`src/rtl/tdc_meas_pkg.sv`:
```
// Shared constants and FSM state type for the TDC interval-measurement controller.
// Latency: n/a (declarations only).
// Backpressure: n/a; the controller has no stall path and waits indefinitely for the TDC.
package tdc_meas_pkg;

    // Default widths; COARSE_W + 2*FINE_W must fill the 64-bit result exactly.
    localparam int TDC_COARSE_W    = 8;
    localparam int TDC_FINE_W      = 28;
    localparam int TDC_SYNC_STAGES = 2;
    localparam int TDC_RESULT_W    = 64;

    // Result layout, MSB first: {coarse, fine_start, fine_stop}.
    localparam int TDC_FINE_STOP_LSB  = 0;
    localparam int TDC_FINE_START_LSB = TDC_FINE_W;
    localparam int TDC_COARSE_LSB     = 2 * TDC_FINE_W;

    typedef enum logic [2:0] {
        ST_IDLE    = 3'd0,
        ST_ARM1    = 3'd1,
        ST_WAIT_A1 = 3'd2,
        ST_COUNT   = 3'd3,
        ST_ARM2    = 3'd4,
        ST_WAIT_A2 = 3'd5,
        ST_DONE    = 3'd6
    } state_t;

endpackage

```
`src/rtl/tdc_sync_edge.sv`:
```
// Flop-chain synchronizer for an asynchronous level plus a registered rising-edge pulse.
// Latency: pulse is high for one cycle, STAGES+1 clk edges after async_in rises.
// Backpressure: none; every rising edge of the synchronized level yields exactly one pulse.
//
// Ports:
//   clk       system clock
//   reset_n   asynchronous active-low reset
//   async_in  asynchronous input level (treated as data)
//   pulse     one-cycle rising-edge pulse in the clk domain
module tdc_sync_edge #(
    parameter int STAGES = 2
) (
    input  logic clk,
    input  logic reset_n,
    input  logic async_in,
    output logic pulse
);

    logic [STAGES-1:0] sync_q;
    logic              last_q;

    always_ff @(posedge clk or negedge reset_n) begin
        if (!reset_n) begin
            sync_q <= '0;
            last_q <= 1'b0;
            pulse  <= 1'b0;
        end else begin
            // Shift towards the MSB; bit 0 is the metastability-exposed flop.
            sync_q <= (sync_q << 1) | STAGES'(async_in);
            last_q <= sync_q[STAGES-1];
            pulse  <= sync_q[STAGES-1] & ~last_q;
        end
    end

endmodule

```
`src/rtl/tdc_meas_ctrl.sv`:
```
// Interval-measurement controller for an external TDC: gates start/stop to clk_i edges,
// counts coarse clk_i periods, captures fine results and emits a packed 64-bit result.
// Latency: strobes SYNC_STAGES+2 clk after the async input rises; done one cycle after the
// second AluTriger. Backpressure: none; waits indefinitely for AluTriger, no timeout.
//
// Ports:
//   clk, reset_n        system clock, asynchronous active-low reset
//   clk_i, start, stop  asynchronous reference signal and measurement events
//   AluTriger, data_in  one-cycle strobe with a valid fine TDC result
//   TDC_start, TDC_stop one-cycle strobes to the TDC chip
//   timedata, done      {coarse, fine_start, fine_stop} and its one-cycle update strobe
module tdc_meas_ctrl
    import tdc_meas_pkg::*;
#(
    parameter int COARSE_W    = TDC_COARSE_W,
    parameter int FINE_W      = TDC_FINE_W,
    parameter int SYNC_STAGES = TDC_SYNC_STAGES
) (
    input  logic                    clk,
    input  logic                    reset_n,
    input  logic                    clk_i,
    input  logic                    start,
    input  logic                    stop,
    input  logic                    AluTriger,
    input  logic [FINE_W-1:0]       data_in,
    output logic                    TDC_start,
    output logic                    TDC_stop,
    output logic [TDC_RESULT_W-1:0] timedata,
    output logic                    done
);

    localparam logic [COARSE_W-1:0] COARSE_MAX = '1;

    logic clk_pls;
    logic start_pls;
    logic stop_pls;

    state_t              state;
    logic [COARSE_W-1:0] coarse;
    logic [FINE_W-1:0]   fine_start;
    logic [FINE_W-1:0]   fine_stop;
    logic                stop_pend;

    tdc_sync_edge #(.STAGES(SYNC_STAGES)) u_sync_clk (
        .clk      (clk),
        .reset_n  (reset_n),
        .async_in (clk_i),
        .pulse    (clk_pls)
    );

    tdc_sync_edge #(.STAGES(SYNC_STAGES)) u_sync_start (
        .clk      (clk),
        .reset_n  (reset_n),
        .async_in (start),
        .pulse    (start_pls)
    );

    tdc_sync_edge #(.STAGES(SYNC_STAGES)) u_sync_stop (
        .clk      (clk),
        .reset_n  (reset_n),
        .async_in (stop),
        .pulse    (stop_pls)
    );

    function automatic logic [COARSE_W-1:0] sat_inc(input logic [COARSE_W-1:0] v);
        return (v == COARSE_MAX) ? v : v + COARSE_W'(1);
    endfunction

    // All inputs to the FSM share the same synchronizer latency, so the relative
    // ordering of start/stop/clk_i edges is preserved. AluTriger is already synchronous.
    always_ff @(posedge clk or negedge reset_n) begin
        if (!reset_n) begin
            state      <= ST_IDLE;
            coarse     <= '0;
            fine_start <= '0;
            fine_stop  <= '0;
            stop_pend  <= 1'b0;
            TDC_start  <= 1'b0;
            TDC_stop   <= 1'b0;
            timedata   <= '0;
            done       <= 1'b0;
        end else begin
            TDC_start <= 1'b0;
            TDC_stop  <= 1'b0;
            done      <= 1'b0;

            case (state)
                ST_IDLE: begin
                    stop_pend <= 1'b0;
                    // A clk_i edge coinciding with start is not eligible as the gated edge:
                    // ARM1 only looks at clk_i from the following cycle.
                    if (start_pls) begin
                        TDC_start <= 1'b1;
                        state     <= ST_ARM1;
                    end
                end

                ST_ARM1: begin
                    if (clk_pls) begin
                        TDC_stop <= 1'b1;
                        coarse   <= '0;
                        state    <= ST_WAIT_A1;
                    end
                end

                ST_WAIT_A1: begin
                    // Periods keep elapsing while the TDC converts; count them here too.
                    if (clk_pls) begin
                        coarse <= sat_inc(coarse);
                    end
                    // A stop that arrives before the first fine result is remembered and
                    // acted on as soon as COUNT is entered.
                    if (stop_pls) begin
                        stop_pend <= 1'b1;
                    end
                    if (AluTriger) begin
                        fine_start <= data_in;
                        state      <= ST_COUNT;
                    end
                end

                ST_COUNT: begin
                    // A clk_i edge in the same cycle as stop still belongs to COUNT;
                    // the gated stop edge is the next one, seen in ARM2.
                    if (clk_pls) begin
                        coarse <= sat_inc(coarse);
                    end
                    if (stop_pls || stop_pend) begin
                        stop_pend <= 1'b0;
                        TDC_start <= 1'b1;
                        state     <= ST_ARM2;
                    end
                end

                ST_ARM2: begin
                    if (clk_pls) begin
                        coarse   <= sat_inc(coarse);
                        TDC_stop <= 1'b1;
                        state    <= ST_WAIT_A2;
                    end
                end

                ST_WAIT_A2: begin
                    if (AluTriger) begin
                        fine_stop <= data_in;
                        state     <= ST_DONE;
                    end
                end

                ST_DONE: begin
                    timedata <= {coarse, fine_start, fine_stop};
                    done     <= 1'b1;
                    state    <= ST_IDLE;
                end

                default: begin
                    state <= ST_IDLE;
                end
            endcase
        end
    end

endmodule

```
`config.mk`:
```
export PLATFORM = sky130hd
export DESIGN_NAME = tdc_meas_ctrl
export DESIGN_NICKNAME = d
export VERILOG_FILES = /design/src/rtl/tdc_meas_pkg.sv /design/src/rtl/tdc_sync_edge.sv /design/src/rtl/tdc_meas_ctrl.sv
export SDC_FILE = /design/constraint.sdc
export NUM_CORES = 1
export LEC_CHECK = 0
export BUFFER_PORTS_ARGS = -buffer_cell sky130_fd_sc_hd__clkbuf_2
export CAP_MARGIN = 10
export CORE_MARGIN = 10
export CORE_UTILIZATION = 38
export CTS_CLUSTER_SIZE = 24
export DETAILED_ROUTE_END_ITERATION = 8
export HOLD_SLACK_MARGIN = 0.05
export PLACE_DENSITY_LB_ADDON = 0.12
export SYNTH_ARGS = -nofsm -noshare
export SYNTH_HDL_FRONTEND = slang
export SYNTH_HIERARCHICAL = 1
export SYNTH_SLANG_ARGS = --single-unit
```
`constraint.sdc`:
```
create_clock -name clk -period 2.7 [get_ports clk]
set_input_delay 0.675 -clock clk [delete_from_list [all_inputs] [get_ports clk]]
set_output_delay 0.675 -clock clk [all_outputs]
set_load 0.02 [all_outputs]
```
== Word level (Yosys, flattened, before mapping) ==
Cells that the tools add are included.

* Register bits after elaboration: 147
* Logic and storage cells: 75

* Muxes and demuxes: 20
* Equal/unequal tests: 16
* Add/subtract/negate cells: 1
* Bitwise logic cells: 9
* Reductions and logical operators: 11

{| class="wikitable"
|+ Operators by type and width
! operator !! count
|-
| 8-bit two-way mux || 3
|-
| 3-bit two-way mux || 6
|-
| 3-bit case mux with 6 select lines || 1
|-
| 8-bit case mux with 2 select lines || 1
|-
| 2-bit by 1-bit != test with 1-bit output, second input constant || 5
|-
| 3-bit equality test, second input constant || 3
|-
| 8-bit by 1-bit adder with 8-bit output, second input constant || 1
|-
| 8-bit equality test, second input constant || 1
|-
| 2-bit != test, second input constant || 4
|-
| 1-bit two-way mux || 7
|-
| 3-bit by 2-bit equality test with 1-bit output, second input constant || 2
|-
| 2-bit by 1-bit bitwise OR with 2-bit output || 3
|-
| 6-bit AND reduction || 1
|-
| 2-bit AND reduction || 2
|-
| 4-bit AND reduction || 1
|-
| 1-bit AND || 3
|-
| 3-bit by 1-bit equality test with 1-bit output, second input constant || 1
|-
| 3-bit zero test || 1
|-
| 1-bit inverter || 3
|-
| 1-bit case mux with 3 select lines || 1
|-
| 3-bit AND reduction || 1
|-
| 3-bit nonzero test || 1
|-
| 3-bit OR reduction || 1
|-
| 1-bit case mux with 2 select lines || 1
|-
| 3 further kinds || 3
|}

== Logic depth before layout (Yosys ltp) ==
Gate-level depths: netlist (run 1).

* Depth in word-level cells: 4
* Depth in mapped cells: 6
* Mapped depth without buffers: 5

== By module ==
The synthesis (run 1) kept the hierarchy.

{| class="wikitable"
|+ Modules (own cells, without submodules)
! module !! cells an instance !! seq. area each (um^2) !! times used !! area an instance (um^2)
|-
| tdc_meas_ctrl || 362 || 3378.2 || 1 || 5788.1
|-
| tdc_sync_edge || 5 || 100.1 || 3 || 113.9
|}

== Worst setup path after synthesis (run 1) ==
No wires, ideal clock.

* Path type: input port to flip-flop
* Start: in AluTriger
* End: reg fine_start[10]
* Required time: 2.575 ns
* Stages on the path: 4
* Data arrival time: 1.408 ns
* Setup time: 0.125 ns
* Slack: 1.167 ns
* Cells stage by stage: and3_4 buf_6 buf_12 mux2_4

* Word-level cells in the longest chain between the ends: 1

{| class="wikitable"
|+ Ends and longest elaborated chain
! element !! RTL line !! source
|-
| from (decl) || tdc_meas_ctrl.sv:24 || <nowiki>input logic AluTriger,</nowiki>
|-
| 2-bit AND reduction (no line) || - ||
|-
| to (signal assigned) || tdc_meas_ctrl.sv:117 || <nowiki>fine_start <= data_in;</nowiki>
|-
| to (decl) || tdc_meas_ctrl.sv:40 || <nowiki>logic [FINE_W-1:0] fine_start;</nowiki>
|}

No other way between the ends.
A chain may end at the register's enable or synchronous reset.

== Final worst setup path (run 1) ==
* Start: reg state[1]
* End: reg fine_start[27]

* Word-level cells in the longest chain between the ends: 2

{| class="wikitable"
|+ Ends and longest elaborated chain
! element !! RTL line !! source
|-
| from (decl) || tdc_meas_ctrl.sv:38 || <nowiki>state_t state;</nowiki>
|-
| from (signal assigned) || tdc_meas_ctrl.sv:73 || <nowiki>state <= ST_IDLE;</nowiki>
|-
| from (signal assigned) || tdc_meas_ctrl.sv:94 || <nowiki>state <= ST_ARM1;</nowiki>
|-
| from (signal assigned) || tdc_meas_ctrl.sv:102 || <nowiki>state <= ST_WAIT_A1;</nowiki>
|-
| 3-bit by 2-bit equality test with 1-bit output || tdc_meas_ctrl.sv:87 || <nowiki>case (state)</nowiki>
|-
| 2-bit AND reduction (no line) || - ||
|}

No other way between the ends.

==> summary.txt, run 1 <==
Final layout
  – Diode count: 0
  – Layout Nets: 518
  – Commonest non-fill, non-tap cells in the layout: dfrtp_1 (147), clkbuf_2 (99), mux2_4 (92)
  – Layout cells sized above 1: 51.7%
  – Area Overhead vs Synth: 20.5%
  – Finished Layout Cells: 709
  – Fill count: 1408
  – Most common cell after layout, fill and taps aside: dfrtp_1

Critical path
  – CP Max Fanout: 28
  – FF-to-FF setup slack: 0.55 ns
  – CP Depth: 3
  – Crit path capture: fine_start[27]$_DFFE_PN0P_
  – Crit end category: flip-flop
  – Crit-path leading delay family: simple AND/OR/NAND/NOR gates
  – R2r startpoint: state[1]$_DFFE_PN0P_
  – Cells on worst reg2reg path: 3
  – Critical Path RT: 3.00 ns
  – Arr. time, crit path: 2.45 ns
  – Worst setup path class: reg -> reg
  – Worst Setup SP: state[1]$_DFFE_PN0P_
  – Reg-to-Reg End: fine_start[27]$_DFFE_PN0P_
  – Worst path slowest cell: dfrtp_1
  – Crit-path cells: nor2b_4 > and3_4 > mux2_2
  – Crit path buffers/inverters: 0
  – Crit path largest cell delay: 0.72 ns
  – Crit start category: flip-flop

GRT
  – Largest net degree at the start of global routing: 74
  – Global-route wire length before repair: 20.1 mm
  – Antenna violations before repair: 0
  – Tot GR Track Use: 11.8%
  – Grt total ovfl: 0
  – Vias in the first global route: 3691

Floorplanning
  – CORE AREA: 15800 µm²
  – Row cnt: 46
  – Die Ht: 147 µm
  – Die footprint: 21600 µm²
  – Starting density of the core: 38.7%
  – IO Count: 101
  – Die width: 147 µm

Timing
  – Hold slack: 0.206 ns
  – Clock skew: 0.00589 ns
  – Post-route worst setup slack: 0.547 ns
  – Final period utilization: 79.7%
  – Final Setup Violations: 0
  – Slew headroom: 59.1%
  – Minimum clock period after layout: 2.15 ns
  – Setup TNS: 0 ns
  – Hold Vio Cnt, Final: 0
  – RSZ-0062 raised after global routing: no
  – Final Max Tran Viols: 0
  – Worst-Margin Slew: 0.613 ns
  – Fmax: 0.465 GHz

Route
  – Vias/cell: 4.75
  – Final wirelength: 12.2 mm
  – DRC errors left: 0
  – Remaining antenna violation count: 0
  – Vias post-DR: 3369
  – DR iter-0 viols: 190
  – Pre-Repair DR Iteration Count: 4
  – Wire per inst: 17.2 µm

Logic synthesis
  – Syn Nets: 412
  – Complex-gate fraction of the synthesized area: 4.25%
  – Mux share of post-synthesis cell area: 27.3%
  – Syn avg cell area: 16.3 µm²
  – Synth warn: 6
  – EDFF count, synth: 0
  – Largest family of logic cells by synthesized area: multiplexers
  – Simple-Gate Fraction of Synth Area: 4.57%
  – Synth Area in Adders: 0.204%
  – Syn Inst Count: 377
  – Main synth FF type: dfrtp_1
  – Synth async-reset ratio: 100%
  – Synth cell types: 42
  – Netlist Area Pre-Place: 6130 µm²
  – Seq/Total Area, Yosys: 60.0%
  – Seq cells post-synth: 147
  – XOR/XNOR share of the synthesized area: 0.143%

Clock network
  – Worst skew pair latency: 0.42 ns
  – Clk slew on worst S/H paths: 0.06 ns
  – Clk sinks: 147
  – Root buf cell: clkbuf_16
  – CTS tree: done
  – Post-CTS Resized: 0
  – Hold_buf cts: 0
  – Setup Buffers After CTS: 0
  – CTS Buf Count: 17
  – H-tree levels: 4
  – CTS Buffer Depth: 2

Power
  – Power Dens Cells: 1180 nW/µm²
  – Leak: 0.00383 µW
  – Worst vdd ir: 468 µV

Place
  – Placed Cells incl. Taps: 680
  – Post-DP HPWL: 7.93 mm
  – Gp weighted congestion: 0.728
  – Place WS: 0.569 ns
  – I/O Buffers: 100

Outcome
  – Status: finished clean

Run
  – Max-cap check violation count: 0

Hold path
  – Hold crit path type: in -> async
-- routing by layer --
metal / track usage (%) / up-vias / routed length (µm)
met2: 18.5 / 77 / 5840
met3: 3.78 / 19 / 640
met1: 14.5 / 1724 / 5520
met5: 0 / - / 0
met4: 5.35 / 0 / 197
li1: - / 1549 / -
-- through the flow --
step	util [%]	power (µW)	instance area, µm²
2_1_floorplan	-	5630	6130
3_3_place_gp	42.9	6360	6800
3_5_place_dp	42.9	6430	6800
4_1_cts	46.7	8880	7390
5_1_grt	46.7	9250	7390
6_report	46.7	8750	7390
-- power breakdown --
part	switching, µW	total [µW]	internal, µW
sequential	558	3640	3080
clock	850	2400	1550
combinational	1240	2710	1470
-- worst reg2reg max path: cells and delay by family (launching register included) --
family	cells	cell delay (ns)
flip-flops	1	0.72
multiplexers	1	0.43
AND/OR/NAND/NOR	2	0.90
-- synth_stat cells, types with 3 or more instances --
library cell  number  area, µm²
inv_1              9       33.8
a211oi_1           4       30.0
buf_6             10        113
nor2_1             8       30.0
a21oi_1            7       35.0
dfrtp_1          147       3680
o31a_1             3       26.3
clkbuf_1           3       11.3
mux2_4            92       1380
mux2_2            24        270
nor2b_4            5       68.8
nand3_1            5       25.0
and3_1             3       18.8
nand2_1           12       45.0
o21ai_0           11       55.1
a31oi_1            4       25.0
-- worst min path at each step --
stage | start | endpoint | slack (ns) | depth (start not counted)
3_3_place_gp | u_sync_start/sync_q[0]$_DFF_PN0_ | u_sync_start/sync_q[1]$_DFF_PN0_ | 0.33 | 0
4_1_cts | reset_n | timedata[10]$_DFFE_PN0P_ | 0.22 | 1
3_5_place_dp | u_sync_stop/sync_q[0]$_DFF_PN0_ | u_sync_stop/sync_q[1]$_DFF_PN0_ | 0.34 | 0
5_1_grt | reset_n | timedata[39]$_DFFE_PN0P_ | 0.24 | 1
2_1_floorplan | u_sync_clk/sync_q[0]$_DFF_PN0_ | u_sync_clk/sync_q[1]$_DFF_PN0_ | 0.33 | 0
6_report | reset_n | timedata[15]$_DFFE_PN0P_ | 0.21 | 1
-- flip-flops by register name, indices dropped and copies added, names as in the netlist --
name	count
u_sync_start/sync_q	2
fine_start	28
TDC_start	1
timedata	64
u_sync_clk/pulse	1
u_sync_stop/last_q	1
u_sync_stop/sync_q	2
TDC_stop	1
u_sync_stop/pulse	1
u_sync_start/last_q	1
stop_pend	1
u_sync_start/pulse	1
u_sync_clk/sync_q	2
state	3
done	1
u_sync_clk/last_q	1
fine_stop	28
coarse	8
-- kinds of logic after synthesis --
group	Yosys count
flip-flops	147
multiplexers	118
AND/OR/NAND/NOR	43
AO/OA/AOI/OAI	40
buffers and inverters	27
XOR/XNOR	1
adder cells (fa/ha/maj)	1
-- layout make-up --
cell class | instances | area [µm²] | area share [%]
tap | 216 | 270 | 3.66
inverter | 9 | 33.8 | 0.457
clock inverter | 6 | 130 | 1.76
multi-input combinational | 203 | 2230 | 30.2
timing repair buffer | 105 | 582 | 7.88
clock buffer | 23 | 458 | 6.20
sequential | 147 | 3680 | 49.8
No activity file was read; power rests on OpenSTA's default activity.
==> inputs of run 2 (changes only) <==
==> constraint.sdc (replaced) <==
create_clock -name clk -period 1.98 [get_ports clk]
set_input_delay 0.495 -clock clk [delete_from_list [all_inputs] [get_ports clk]]
set_output_delay 0.495 -clock clk [all_outputs]
set_load 0.02 [all_outputs]
==> run 2 against run 1 <==
Against the previous run: worst setup slack got worse by 0.31 ns; sequential power grew 36%; wire length rose by 0.47%; sequential share of layout area decreased by 1.2 points; core utilization rose by 1.1 points; clock power up 44%; global-route usage is 0.18 points higher.
==> summary.txt, run 2 (synthesis results as in run 1) <==
Route
  – Wire per inst: 17.0 µm
  – Final wirelength: 12.3 mm
  – Remaining antenna violation count: 0
  – Vias post-DR: 3370
  – DRC errors left: 0
  – Pre-Repair DR Iteration Count: 5
  – Vias/cell: 4.68
  – DR iter-0 viols: 167

Critical path
  – Arr. time, crit path: 2.09 ns
  – Worst setup path class: reg -> reg
  – Crit start category: flip-flop
  – Crit end category: flip-flop
  – CP Max Fanout: 9
  – Critical Path RT: 2.33 ns

GRT
  – Antenna violations before repair: 0
  – Vias in the first global route: 3551
  – Global-route wire length before repair: 20.1 mm
  – Tot GR Track Use: 11.9%
  – Largest net degree at the start of global routing: 41
  – Grt total ovfl: 0

Timing
  – Hold Vio Cnt, Final: 0
  – Hold slack: 0.171 ns
  – Worst-Margin Slew: 0.409 ns
  – Final period utilization: 87.9%
  – Final Setup Violations: 0
  – Clock skew: 0.00648 ns
  – Minimum clock period after layout: 1.74 ns
  – Setup TNS: 0 ns
  – Fmax: 0.574 GHz
  – Post-route worst setup slack: 0.239 ns
  – RSZ-0062 raised after global routing: no
  – Final Max Tran Viols: 0
  – Slew headroom: 72.6%

Final layout
  – Commonest non-fill, non-tap cells in the layout: dfrtp_1 (147), clkbuf_2 (99), mux2_4 (92)
  – Max FFs per register: 64
  – Layout cells sized above 1: 53.6%
  – Register bank with the most flops: timedata
  – Diode count: 0
  – Layout Nets: 526
  – Most common cell after layout, fill and taps aside: dfrtp_1
  – Area Overhead vs Synth: 23.4%
  – Fill count: 1382
  – Largest registers: timedata (64), fine_start (28), fine_stop (28)

Clock network
  – Worst skew pair latency: 0.42 ns
  – Root buf cell: clkbuf_16
  – CTS tree: done
  – CTS Buffer Depth: 2
  – Setup Buffers After CTS: 0
  – Clk slew on worst S/H paths: 0.06 ns
  – H-tree levels: 4
  – Clk sinks: 147
  – CTS Buf Count: 17

Power
  – Power Dens Cells: 1610 nW/µm²
  – Worst vdd ir: 618 µV
  – Leak: 0.00391 µW
  – Total chip power: 12200 µW

Place
  – Gp weighted congestion: 0.813
  – Place WS: 0.226 ns
  – I/O Buffers: 100
  – Post-DP HPWL: 8.40 mm

Floorplanning
  – Die footprint: 21600 µm²
  – Starting density of the core: 38.7%
  – Row cnt: 46
  – Die Ht: 147 µm
  – CORE AREA: 15800 µm²
  – Die width: 147 µm
  – IO Count: 101

Run
  – Max-cap check violation count: 0

Hold path
  – Hold crit path type: in -> reg

Outcome
  – Status: finished clean
-- run 2: cell types whose count changed in the layout (fill, tap and decap cells not counted), sizes merged --
cell / change
buf: +7
clkbuf: -5
clkinvlp: +3
inv: +3
clkinv: +2
dlygate4sd3: +1
-- run 2: final cells by class --
type | count | area [µm²] | area share [%]
Clock buffer | 18 | 439 | 5.81
Clock inverter | 14 | 203 | 2.68
Inverter | 9 | 33.8 | 0.447
Multi-Input combinational cell | 203 | 2230 | 29.5
Sequential cell | 147 | 3680 | 48.6
Tap cell | 216 | 270 | 3.57
Timing Repair Buffer | 113 | 707 | 9.35
-- run 2: worst paths after layout --
path	from	endpoint	slack, ns	cells after the start
max	coarse[0]$_DFFE_PN0P_	coarse[0]$_DFFE_PN0P_	0.24	5
min	stop	u_sync_stop/sync_q[0]$_DFF_PN0_	0.17	1
max reg2reg	coarse[0]$_DFFE_PN0P_	coarse[0]$_DFFE_PN0P_	0.24	5
min reg2reg	u_sync_stop/sync_q[0]$_DFF_PN0_	u_sync_stop/sync_q[1]$_DFF_PN0_	0.35	0
max in group asynchronous	reset_n	fine_stop[8]$_DFFE_PN0P_	0.86	3
min in group asynchronous	reset_n	fine_start[16]$_DFFE_PN0P_	0.56	2
-- run 2: metrics by stage --
step / std cells / cell area (µm²) / util [%]
floorplan: 377 / 6130 / -
global placement: 687 / 6910 / 43.7
detailed placement: 687 / 6910 / 43.7
CTS: 720 / 7560 / 47.8
global route: 720 / 7560 / 47.8
finish: 720 / 7560 / 47.8
-- run 2: repair_timing --
item,CTS,global route
gates resized for setup,0,2
endpoints found under the setup margin,0,1
hold endpoints to repair,35,0
hold buffers,1,0
-- run 2: routing by layer --
metal	GRT usage [%]	up-vias	wire (µm)
li1	-	1570	-
met1	15.0	1707	5680
met3	4.64	16	598
met2	18.3	77	5790
met5	0	-	0
met4	4.36	0	187
-- run 2: report_power, final --
group	internal [µW]	total (µW)	switching, µW
Clock	2160	3450	1290
Sequential	4200	4960	755
Combinational	2070	3800	1730
-- run 2: worst max-delay path: stages, from the launching register on --
cell and delay [ns]:
dfrtp_1 0.49, ha_1 0.26, nand3_1 0.18, o21a_1 0.25
a311o_1 0.35, a21oi_1 0.14
==> inputs of run 3 (changes only) <==
--- a/config.mk
+++ b/config.mk
@@ -5,9 +5,12 @@
 export SDC_FILE = /design/constraint.sdc
 export NUM_CORES = 1
 export LEC_CHECK = 0
+export ABC_AREA = 1
 export BUFFER_PORTS_ARGS = -buffer_cell sky130_fd_sc_hd__clkbuf_2
 export CAP_MARGIN = 10
-export CORE_MARGIN = 10
+export CELL_PAD_IN_SITES_DETAIL_PLACEMENT = 0
+export CELL_PAD_IN_SITES_GLOBAL_PLACEMENT = 1
+export CORE_MARGIN = 4
 export CORE_UTILIZATION = 38
 export CTS_CLUSTER_SIZE = 24
 export DETAILED_ROUTE_END_ITERATION = 8
==> run 3 against run 2 <==
Against the previous run: clock skew is 0.00057 ns lower; synthesized area shrank 7.8%; sequential share of layout area up 3.8 points; non-clock buffer count decreased by 1; final area down 7.2%; via count increased by 26%; critical endpoint unchanged; largest cell class unchanged.
==> summary.txt, run 3 <==
Outcome
  – Status: finished clean

Critical path
  – Worst path slowest cell: dfrtp_1
  – Crit start category: flip-flop
  – Most frequent CP cell: nand2_1
  – Crit path buffers/inverters: 0
  – CP Depth: 8
  – Crit end category: flip-flop
  – Arr. time, crit path: 1.92 ns
  – Worst setup path class: reg -> reg
  – Crit-path leading delay family: simple AND/OR/NAND/NOR gates
  – Cells on worst reg2reg path: 8
  – Crit-path cells: nor2_1 > nand2_1 > nand2_1 > nand2_1 > nand2_1 > nand2_2 > nand2_1 > nand2_1
  – Crit path largest cell delay: 0.48 ns
  – CP Max Fanout: 9
  – Critical Path RT: 2.28 ns

Clock network
  – H-tree levels: 4
  – Clk slew on worst S/H paths: 0.06 ns
  – Root buf cell: clkbuf_16
  – Clk sinks: 147
  – Hold_buf cts: 0
  – CTS Buf Count: 17
  – Setup Buffers After CTS: 0
  – CTS Buffer Depth: 2
  – CTS tree: done
  – Worst skew pair latency: 0.42 ns
  – Post-CTS Resized: 0

Logic synthesis
  – Synth Area in Adders: 0.221%
  – Mux share of post-synthesis cell area: 0%
  – Synth warn: 6
  – Simple-Gate Fraction of Synth Area: 22.9%
  – Netlist Area Pre-Place: 5650 µm²
  – Seq/Total Area, Yosys: 65.1%
  – EDFF count, synth: 0
  – XOR/XNOR share of the synthesized area: 0.155%
  – Main synth FF type: dfrtp_1
  – Synth async-reset ratio: 100%
  – Syn Nets: 659
  – Syn avg cell area: 9.06 µm²
  – Largest family of logic cells by synthesized area: simple AND/OR/NAND/NOR gates
  – Synth cell types: 21
  – Area contributors post-synth: dfrtp_1 (65%), nand2_1 (20%), o21ai_0 (4.5%)
  – Complex-gate fraction of the synthesized area: 6.42%
  – Syn Inst Count: 624
  – Seq cells post-synth: 147
  – Post-synth top cells: nand2_1 (295), dfrtp_1 (147), o21ai_0 (51)
  – Area share of the largest cell type after synthesis: 65.1%
  – Synth area leader: dfrtp_1
  – Count leader, synth: nand2_1

Floorplanning
  – Row cnt: 44
  – Die footprint: 16900 µm²
  – CORE AREA: 14500 µm²
  – Starting density of the core: 38.9%
  – IO Count: 101
  – Die Ht: 130 µm
  – Die width: 130 µm

Timing
  – Hold Vio Cnt, Final: 0
  – Final period utilization: 81.8%
  – Minimum clock period after layout: 1.62 ns
  – Setup TNS: 0 ns
  – Post-route worst setup slack: 0.360 ns
  – Final Setup Violations: 0
  – Final Max Tran Viols: 0
  – Fmax: 0.617 GHz
  – Clock skew: 0.00591 ns
  – Worst-Margin Slew: 0.545 ns
  – Hold slack: 0.0376 ns
  – RSZ-0062 raised after global routing: no
  – Slew headroom: 63.6%

Route
  – Vias/cell: 4.60
  – DR iter-0 viols: 226
  – Metal3 WL: 613 µm
  – Final wirelength: 12.5 mm
  – Pre-Repair DR Iteration Count: 4
  – Vias post-DR: 4253
  – M1 wire length: 5.94 mm
  – DRC errors left: 0
  – Top routing layer in use: met4
  – Remaining antenna violation count: 0
  – Met2 wire len: 5.74 mm
  – Wire per inst: 13.5 µm

Final layout
  – Fill count: 1455
  – Max FFs per register: 64
  – Finished Layout Cells: 925
  – Most common cell after layout, fill and taps aside: nand2_1
  – Largest registers: timedata (64), fine_start (28), fine_stop (28)
  – Commonest non-fill, non-tap cells in the layout: nand2_1 (295), dfrtp_1 (147), clkbuf_2 (99)
  – Diode count: 0
  – Register bank with the most flops: timedata
  – Layout Nets: 763
  – Area Overhead vs Synth: 24.3%
  – Layout cells sized above 1: 20.9%

Run
  – Max-cap check violation count: 0

GRT
  – Tot GR Track Use: 16.2%
  – Grt total ovfl: 0
  – Largest net degree at the start of global routing: 57
  – Antenna violations before repair: 0
  – Global-route wire length before repair: 21.4 mm
  – Vias in the first global route: 4304

Hold path
  – Hold crit path type: in -> async

Place
  – Post-DP HPWL: 8.45 mm
  – Placed Cells incl. Taps: 893
  – I/O Buffers: 100
  – Place WS: 0.389 ns
  – Gp weighted congestion: 0.785

Power
  – Leak: 0.00389 µW
  – Power Dens Cells: 1520 nW/µm²
  – Worst vdd ir: 742 µV
run 3: cell count changes in the layout (fill, tap and decap cells not counted), moves of 5 or more:
cell     change
inv_1       +33
nand3_1      +6
nor2b_4      -5
mux2_2      -24
nand2_1    +283
o21ai_0     +42
nor2_1       +5
o21ai_1     +12
mux2_4      -92
run 3: stage by stage:
step,instance area [µm²],util [%],total power [µW]
final,7020,48.3,10700
after CTS,7020,48.3,10800
after floorplan,5650,-,6480
after global routing,7020,48.3,11500
after global placement,6430,44.2,7490
after detailed placement,6430,44.2,7560
run 3: final timing paths:
check                                            startpoint                                to  slack, ns
max in group asynchronous                           reset_n          timedata[55]$_DFFE_PN0P_       1.37
hold reg to reg            u_sync_start/sync_q[0]$_DFF_PN0_  u_sync_start/sync_q[1]$_DFF_PN0_       0.35
setup / recovery                       state[1]$_DFFE_PN0P_             coarse[0]$_DFFE_PN0P_       0.36
min in group clk                                       stop   u_sync_stop/sync_q[0]$_DFF_PN0_       0.19
hold / removal                                      reset_n          timedata[62]$_DFFE_PN0P_       0.04
setup reg to reg                       state[1]$_DFFE_PN0P_             coarse[0]$_DFFE_PN0P_       0.36
run 3: where the power goes:
part	internal (µW)	leakage [µW]	switching, µW	total, µW
combinational	940	0.00168	1820	2760
clock	1970	0.000285	1250	3220
sequential	4040	0.00193	648	4690
total	6950	0.00389	3720	10700
run 3: cell families after synthesis:
logic type,count (synthesis)
compound gates,72
fa+ha+maj,1
simple gates,330
flops,147
buf+inv,73
xor+xnor,1
run 3: routing by layer:
metal / vias to the layer above / GRT usage, %
li1: 2130 / -
met1: 2013 / 22.0
met2: 91 / 25.1
met3: 19 / 4.18
met4: 0 / 6.48
met5: - / 0
run 3: cell type report:
cell class	count	area (µm²)	area share, %
clock buffers	18	429	6.11
multi-input cells	404	1690	24.0
clock inverters	14	164	2.33
inverters	46	173	2.46
well taps	184	230	3.28
flip-flops and latches	147	3680	52.4
repair buffers	112	659	9.39
run 3: worst reg2reg max path: cells and delay by family (launching register included):
family        cells  cell delay (ns)
simple gates      8             1.03
flops             1             0.48
